### src/rtl/cpu_types_pkg.sv
// Shared CPU/memory types: RAM handshake status and the memory controller FSM states.
package cpu_types_pkg;

    typedef enum logic [1:0] {
        FREE   = 2'b00,
        BUSY   = 2'b01,
        ACCESS = 2'b10,
        ERROR  = 2'b11
    } ramstate_t;

    typedef enum logic [1:0] {
        IDLE   = 2'b00,
        ISERVE = 2'b01,
        DREAD  = 2'b10,
        DWRITE = 2'b11
    } memctrl_state_t;

endpackage

### src/rtl/cache_mem_ctrl_if.sv
// Cache-pair request/response signals plus the single-ported RAM bus, as seen by the memory controller.
interface cache_mem_ctrl_if #(
    parameter int ADDR_W = 32,
    parameter int DATA_W = 32
);

    logic                     iREN;
    logic [ADDR_W-1:0]        iaddr;
    logic                     dREN;
    logic                     dWEN;
    logic [ADDR_W-1:0]        daddr;
    logic [DATA_W-1:0]        dstore;
    logic                     iwait;
    logic                     dwait;
    logic [DATA_W-1:0]        iload;
    logic [DATA_W-1:0]        dload;
    logic                     ramREN;
    logic                     ramWEN;
    logic [ADDR_W-1:0]        ramaddr;
    logic [DATA_W-1:0]        ramstore;
    logic [DATA_W-1:0]        ramload;
    cpu_types_pkg::ramstate_t ramstate;

    // slave is the controller; master is the cache pair plus RAM model driving it
    modport slave (
        input  iREN, iaddr, dREN, dWEN, daddr, dstore, ramload, ramstate,
        output iwait, dwait, iload, dload, ramREN, ramWEN, ramaddr, ramstore
    );

    modport master (
        output iREN, iaddr, dREN, dWEN, daddr, dstore, ramload, ramstate,
        input  iwait, dwait, iload, dload, ramREN, ramWEN, ramaddr, ramstore
    );

endinterface

### src/rtl/mem_stats.sv
// Completion and RAM-error counters; only built when MEMCTRL_STATS_EN is defined.
`ifdef MEMCTRL_STATS_EN
module mem_stats (
    input  logic        clk_i,
    input  logic        rst_ni,
    input  logic        icomp_i,
    input  logic        dcomp_i,
    input  logic        err_i,
    output logic [31:0] icount_o,
    output logic [31:0] dcount_o,
    output logic [31:0] errcount_o
);

    logic [31:0] icount_q, dcount_q, errcount_q;

    // free-running counters, wrap naturally at 2^32
    always_ff @(posedge clk_i or negedge rst_ni) begin
        if (!rst_ni) begin
            icount_q   <= '0;
            dcount_q   <= '0;
            errcount_q <= '0;
        end else begin
            if (icomp_i) icount_q   <= icount_q + 32'd1;
            if (dcomp_i) dcount_q   <= dcount_q + 32'd1;
            if (err_i)   errcount_q <= errcount_q + 32'd1;
        end
    end

    assign icount_o   = icount_q;
    assign dcount_o   = dcount_q;
    assign errcount_o = errcount_q;

endmodule
`endif

### src/rtl/cache_mem_ctrl.sv
// Arbitrates icache/dcache requests onto one RAM port and returns load data on ACCESS.
// Optional statistics counters are enabled with MEMCTRL_STATS_EN.
module cache_mem_ctrl
    import cpu_types_pkg::*;
#(
    parameter int ADDR_W       = 32,
    parameter int DATA_W       = 32,
    parameter int STARVE_LIMIT = 4
) (
    input  logic            CLK,
    input  logic            nRST,
    cache_mem_ctrl_if.slave bus
`ifdef MEMCTRL_STATS_EN
    ,
    output logic [31:0]     icount,
    output logic [31:0]     dcount,
    output logic [31:0]     errcount
`endif
);

    localparam int CNT_W = $clog2(STARVE_LIMIT + 1);
    localparam logic [CNT_W-1:0] STARVE_MAX = CNT_W'(STARVE_LIMIT);

    memctrl_state_t    state_q, state_d;
    logic [CNT_W-1:0]  starve_q, starve_d;
    logic              in_serve, req_live, comp, icomp, dcomp;
    logic [ADDR_W-1:0] addr_c;
    logic [DATA_W-1:0] load_c;

    assign load_c      = bus.ramload;
    assign bus.ramaddr = addr_c;

    // Enable of whichever requester owns the current serve state
    always_comb begin
        req_live = 1'b0;
        unique case (state_q)
            ISERVE:  req_live = bus.iREN;
            DREAD:   req_live = bus.dREN;
            DWRITE:  req_live = bus.dWEN;
            default: req_live = 1'b0;
        endcase
    end

    assign in_serve = (state_q != IDLE);
    assign comp     = in_serve && (bus.ramstate == ACCESS);
    assign icomp    = comp && (state_q == ISERVE);
    assign dcomp    = comp && ((state_q == DREAD) || (state_q == DWRITE));

    always_comb begin
        bus.iwait    = 1'b1;
        bus.dwait    = 1'b1;
        bus.iload    = '0;
        bus.dload    = '0;
        bus.ramREN   = 1'b0;
        bus.ramWEN   = 1'b0;
        bus.ramstore = '0;
        addr_c       = '0;
        unique case (state_q)
            ISERVE: begin
                bus.ramREN = 1'b1;
                addr_c     = bus.iaddr;
                if (comp) begin
                    bus.iwait = 1'b0;
                    bus.iload = load_c;
                end
            end
            DREAD: begin
                bus.ramREN = 1'b1;
                addr_c     = bus.daddr;
                if (comp) begin
                    bus.dwait = 1'b0;
                    bus.dload = load_c;
                end
            end
            DWRITE: begin
                bus.ramWEN   = 1'b1;
                addr_c       = bus.daddr;
                bus.ramstore = bus.dstore;
                if (comp) bus.dwait = 1'b0;
            end
            default: ;
        endcase
    end

    // dcache normally wins; a starved icache is forced through once the count saturates
    always_comb begin
        state_d = state_q;
        unique case (state_q)
            IDLE: begin
                if (bus.iREN && ((starve_q == STARVE_MAX) || !(bus.dREN || bus.dWEN)))
                    state_d = ISERVE;
                else if (bus.dWEN)
                    state_d = DWRITE;
                else if (bus.dREN)
                    state_d = DREAD;
            end
            default: begin
                if (comp || !req_live) state_d = IDLE;
            end
        endcase

        starve_d = starve_q;
        if (!bus.iREN || icomp)
            starve_d = '0;
        else if (dcomp && (starve_q != STARVE_MAX))
            starve_d = starve_q + 1'b1;
    end

    always_ff @(posedge CLK or negedge nRST) begin
        if (!nRST) begin
            state_q  <= IDLE;
            starve_q <= '0;
        end else begin
            state_q  <= state_d;
            starve_q <= starve_d;
        end
    end

`ifdef MEMCTRL_STATS_EN
    mem_stats u_stats (
        .clk_i      (CLK),
        .rst_ni     (nRST),
        .icomp_i    (icomp),
        .dcomp_i    (dcomp),
        .err_i      (in_serve && (bus.ramstate == ERROR)),
        .icount_o   (icount),
        .dcount_o   (dcount),
        .errcount_o (errcount)
    );
`endif

endmodule

### src/flat_wrapper.sv
// flat-port wrapper written by rule: the top's interface ports become plain ports
module cache_mem_ctrl_flat import cpu_types_pkg::*;
#(
    parameter int ADDR_W       = 32,
    parameter int DATA_W       = 32,
    parameter int STARVE_LIMIT = 4
)
  (CLK, nRST, bus_iREN, bus_iaddr, bus_dREN, bus_dWEN, bus_daddr, bus_dstore, bus_ramload, bus_ramstate, bus_iwait, bus_dwait, bus_iload, bus_dload, bus_ramREN, bus_ramWEN, bus_ramaddr, bus_ramstore);
  cache_mem_ctrl_if #(.ADDR_W(ADDR_W), .DATA_W(DATA_W)) bus_i ();
  input  logic CLK;
  input  logic nRST;
  input wire logic [$bits(bus_i.iREN)-1:0] bus_iREN;
  input wire logic [$bits(bus_i.iaddr)-1:0] bus_iaddr;
  input wire logic [$bits(bus_i.dREN)-1:0] bus_dREN;
  input wire logic [$bits(bus_i.dWEN)-1:0] bus_dWEN;
  input wire logic [$bits(bus_i.daddr)-1:0] bus_daddr;
  input wire logic [$bits(bus_i.dstore)-1:0] bus_dstore;
  input wire logic [$bits(bus_i.ramload)-1:0] bus_ramload;
  input wire logic [$bits(bus_i.ramstate)-1:0] bus_ramstate;
  output wire logic [$bits(bus_i.iwait)-1:0] bus_iwait;
  output wire logic [$bits(bus_i.dwait)-1:0] bus_dwait;
  output wire logic [$bits(bus_i.iload)-1:0] bus_iload;
  output wire logic [$bits(bus_i.dload)-1:0] bus_dload;
  output wire logic [$bits(bus_i.ramREN)-1:0] bus_ramREN;
  output wire logic [$bits(bus_i.ramWEN)-1:0] bus_ramWEN;
  output wire logic [$bits(bus_i.ramaddr)-1:0] bus_ramaddr;
  output wire logic [$bits(bus_i.ramstore)-1:0] bus_ramstore;
  assign bus_i.iREN = bus_iREN;
  assign bus_i.iaddr = bus_iaddr;
  assign bus_i.dREN = bus_dREN;
  assign bus_i.dWEN = bus_dWEN;
  assign bus_i.daddr = bus_daddr;
  assign bus_i.dstore = bus_dstore;
  assign bus_i.ramload = bus_ramload;
  assign bus_i.ramstate = bus_ramstate;
  assign bus_iwait = bus_i.iwait;
  assign bus_dwait = bus_i.dwait;
  assign bus_iload = bus_i.iload;
  assign bus_dload = bus_i.dload;
  assign bus_ramREN = bus_i.ramREN;
  assign bus_ramWEN = bus_i.ramWEN;
  assign bus_ramaddr = bus_i.ramaddr;
  assign bus_ramstore = bus_i.ramstore;
  cache_mem_ctrl #(.ADDR_W(ADDR_W), .DATA_W(DATA_W), .STARVE_LIMIT(STARVE_LIMIT)) u_core (.CLK(CLK), .nRST(nRST), .bus(bus_i));
endmodule
### config.mk
export PLATFORM = sky130hd
export DESIGN_NAME = cache_mem_ctrl_flat
export DESIGN_NICKNAME = d
export VERILOG_FILES = /design/src/rtl/cpu_types_pkg.sv /design/src/rtl/cache_mem_ctrl_if.sv /design/src/rtl/mem_stats.sv /design/src/rtl/cache_mem_ctrl.sv /design/src/flat_wrapper.sv
export SDC_FILE = /design/constraint.sdc
export NUM_CORES = 1
export LEC_CHECK = 0
export CORE_AREA = 5 5 101 103
export DETAILED_ROUTE_END_ITERATION = 7
export DIE_AREA = 0 0 106 108
export GPL_TIMING_DRIVEN = 0
export PLACE_DENSITY = 0.65
export SYNTH_ARGS = -nofsm -noshare
export SYNTH_HDL_FRONTEND = slang
export SYNTH_HIERARCHICAL = 1
export SYNTH_SLANG_ARGS = --single-unit
export TNS_END_PERCENT = 1
### constraint.sdc
create_clock -name CLK -period 2.1 [get_ports CLK]
set_input_delay 0.42 -clock CLK [delete_from_list [all_inputs] [get_ports CLK]]
set_output_delay 0.42 -clock CLK [all_outputs]
set_load 0.02 [all_outputs]
Yosys cells after proc, flatten, opt, wreduce, memory -nomap -nowiden --
Cells that the tools add are included.
Storage, ports and cells: input bits 135, word-level logic and storage cells 48, bits in registers 5
Cells by class: reductions and logical operators 20, eq/ne operators 7, mux-type cells 18, $add $sub $neg 1
Operators by type and width (number):
- $mux W32 | 4
- $pmux W32 S2 | 1
- $mux W2 | 5
- $eq A2 B2 Y1 const B | 3
- $mux W3 | 2
- $reduce_bool A2 Y1 | 3
- $logic_and A1 B1 Y1 | 5
- $logic_or A1 B1 Y1 | 5
- $mux W1 | 5
- $ne A4 B3 Y1 const B | 1
- $reduce_or A2 Y1 | 2
- $add A3 B1 Y3 const B | 1
- $eq A3 B3 Y1 const B | 1
- $logic_not A1 Y1 | 3
- $ne A3 B3 Y1 const B | 1
- $pmux W1 S3 | 1
- $eq A2 B1 Y1 const B | 1
- $logic_not A2 Y1 | 1
- $reduce_and A2 Y1 | 1

Logic depth before layout (Yosys ltp) --
depth after elaboration 6, gate-level depth with buffers 7

Least setup slack after synthesis --
OpenSTA, ideal clock, no wires.
kind flip-flop to output port, start register u_core.state_q[0], end output bus_ramaddr[17], data required time 1.680 ns, path buffers 2, slack 0.076 ns, arrival 1.604 ns, cell stages (with the launch flop) 7, cell sequence dfrtp_1 -> ha_1 -> or2_1 -> buf_2 -> buf_2 -> a22oi_1 -> nor2_1
Between the ends: word-level cells in the longest chain between the ends 3
RTL lines:
- from (decl) | line cache_mem_ctrl.sv:24 | memctrl_state_t state_q, state_d;
- from (signal assigned) | line cache_mem_ctrl.sv:114 | state_q <= state_d;
- $eq A2 B2 Y1 | line cache_mem_ctrl.sv:58 | unique case (state_q)
- $reduce_or A2 Y1 (no line)
- $pmux W32 S2 * | line cache_mem_ctrl.sv:58
- to (decl) | line flat_wrapper.sv:26 | output wire logic [$bits(bus_i.ramaddr)-1:0] bus_ramaddr;
Every way passes the cells marked *; elsewhere a longest branch is shown, timed or not.

Final worst setup path --
start register u_core.state_q[0], end output bus_ramaddr[31]
The elaborated chain is that of the path after synthesis.

==> impl_metrics.toml <==
[timing]
setup-tns-final_ns = -8.398
clock.fmax_mhz = 443.0
tightest_slew_ns = 0.4593
hold_violations = 0
relSlewSlack_pct = 69.38
min_period_ns = 2.258
skew_ns = 0.0001966
worst_slack_ns = -0.1576
finalCritPeriodShare_pct = 107.5
setup_viol = 87
rsz0062_at_grt = "yes"
maxSlewViolCount = 0

[layout]
seq_area_sq_um = 126.4
fin_area_sq_mm = 0.004415
fin_nets = 649
multi_input_comb_area_sq_mm = 0.001399
final_cell_mix = "clkdlybuf4s50_1, buf_6, and2_1"
finalNonFillerCells = 618
drive_gt1_share_pct = 38.46
n_antenna_cell = 0
layout_commonest_cell = "clkdlybuf4s50_1"
area_growth_pct = 196.1
fill_cells = 937

[clocking]
clk_pin_slew_ns = 0.03
cts_buffer_depth = 2
htreeDepth = 1
cts_root_buffer = "clkbuf_8"
ctsHoldBuffers = 0
numCtsBuffers = 3
cts_tree = "done"
cts.sinks = 5
insertion_delay_ns = 0.22

[setup_path]
cp_cell_sequence = "buf_4 -> ha_4 -> or2_1 -> buf_6 -> buf_8 -> a22oi_1 -> nor2_1 -> buf_2"
cp-start-kind = "register"
critPathLaunch = "u_core/state_q[0]"
arrival_ns = 1.84
slowest_stage = "dfrtp_1"
timing.rr.start = "u_core/state_q[1]"
cp_data_required_time_ns = 1.68
worstSetupPathType = "register to output pin"
crit_fanout = 10
critPathMaxStageDelay_ns = 0.41
critPathCaptureType = "output pin"

[pwr]
comb_power_share_pct = 90.4
clockPowerShare_pct = 5.0
power.internal_mw = 1.610
irDropWorstVdd_mv = 0.2611
p_per_area_mw_per_mm2 = 774.6
switchingPower_mw = 1.811
power_frac_seq_pct = 4.6
netSwitchingFraction_pct = 52.94
p_leak_nw = 2.155

[outcome]
status = "finished with violations"
violations = "setup timing"

[drt]
remaining_drc_errors = 0
drt-vias-per-instance = 4.526
wirelength_um = 9894
drt-initial-drc-count = 94
ant_nets = 0
first_pass_iters = 5
post_drt_wl_per_cell_um = 16.01
routed-via-count = 2797

[global_routing]
grt_use_total_pct = 15.42
grt_pass1_wl_um = 14350
grt_antenna_before_repair = 0
grt_max_degree = 11
gr-total-overflow = 0
grt_pass1_vias = 2789

[placed_design]
dp.cells = 606
placed_area_sq_mm = 0.004293
place_ws_ns = -0.7549
io_buffers = 266
place_congestion = 0.7495
dp_hpwl_um = 8432

[synth]
yosysWarningCount = 6
synth-seq-cells = 5
synth_cell_types = 29
synth_area_sq_mm = 0.001491
syn_nets = 370
syn_avg_cell_area_sq_um = 6.513
netlist_instances = 229
seq_area_frac_synth_pct = 8.389

[flow_run]
cap_violations = 0

[floorplan]
die_w_um = 106
die_h_um = 108
initial_utilization_pct = 16.37
io_pins = 267
core_area_sq_mm = 0.009109
rows = 35
dieArea_sq_mm = 0.01145

[min_path]
hold_path.class = "primary input to asynchronous set/reset pin"
## flip-flops by register name, indices dropped and copies added (netlist names)
register         count
u_core/starve_q      3
u_core/state_q       2
## worst paths after layout
path | end | slack [ns] | cells past startpoint
max | bus_ramaddr[31] | -0.16 | 8
min | u_core/starve_q[0] | 0.43 | 1
max reg2reg | u_core/starve_q[0] | 0.38 | 5
min reg2reg | u_core/state_q[0] | 0.56 | 1
max in group asynchronous | u_core/state_q[1] | 1.47 | 1
min in group CLK | u_core/state_q[0] | 0.56 | 1
## metrics by stage
step                      total power, mW  utilization (%)  hold WS (ns)
after floorplan                     1.733                -        0.1244
final                               3.420            48.48        0.4251
after global placement              3.143            47.13        0.5230
after detailed placement            3.177            47.13        0.5545
after CTS                           3.246            46.83        0.4291
after global routing                3.680            48.48        0.4432
## cells in the mapped netlist, drive strengths merged
cell	instances	area share [%]
nand2b	1	0.42
o21ai	4	1.3
inv	6	1.5
dfrtp	5	8.4
nand4	2	0.84
nor3b	2	1.8
nor2	32	8.1
and2	64	27
or4b	1	0.67
buf	11	3.9
and4bb	1	0.84
ha	6	5.0
a21oi	2	0.67
a22oi	32	16
and2b	1	0.59
o31ai	1	0.50
or3b	1	0.59
a222oi	1	0.67
and3	32	13
a31oi	3	1.3
nor2b	1	0.42
or2	1	0.42
a21o	2	1.0
o2bb2ai	1	0.59
clkbuf	13	3.3
nand2	2	0.50
or3	1	0.42
## power by group through the flow
stage | clock (mW) | combinational (mW) | sequential, mW
2_1_floorplan | 0 | 1.60 | 0.136
3_3_place_gp | 0 | 3.00 | 0.139
3_5_place_dp | 0 | 3.03 | 0.142
4_1_cts | 0.178 | 2.92 | 0.153
5_1_grt | 0.185 | 3.34 | 0.159
6_report | 0.172 | 3.09 | 0.156
## critical path, delay by kind of cell, from the launching register on
family,cells,cell delay [ns]
flip-flops,1,0.41
AO/OA/AOI/OAI,1,0.15
buffers and inverters,4,0.63
AND/OR/NAND/NOR,2,0.27
adder cells (fa/ha/maj),1,0.15
## layout make-up
type	count	area share, %
Buffer	23	4.421
Clock buffer	4	1.020
Inverter	6	0.5667
Multi-Input combinational cell	194	31.68
Sequential cell	5	2.862
Tap cell	111	3.145
Timing Repair Buffer	275	56.30
## what timing repair did
item / CTS / global route
endpoints found under the setup margin: 131 / 124
buffers inserted: 5 / 4
pin swaps: 2 / 15
gates resized for setup: 555 / 135
## cell families (layout without fill, tap and decap cells)
| logic type | after synthesis | count (layout) | share of synthesized area [%] |
|---|---|---|---|
| compound gates | 46 | 46 | 22.15 |
| fa+ha+maj | 6 | 6 | 5.033 |
| flops | 5 | 5 | 8.389 |
| buf+inv | 30 | 308 | 8.641 |
| simple gates | 142 | 142 | 55.79 |
## routing by layer
| metal | wire [um] | global-route usage, % | vias up |
|---|---|---|---|
| met2 | 5278 | 29.46 | 156 |
| met4 | 240 | 4.718 | 0 |
| met3 | 928 | 4.836 | 18 |
| met5 | 0 | 0 | - |
| met1 | 3447 | 16.10 | 1270 |
| li1 | - | - | 1353 |
Note: power is estimated with default switching activity, not from simulation.
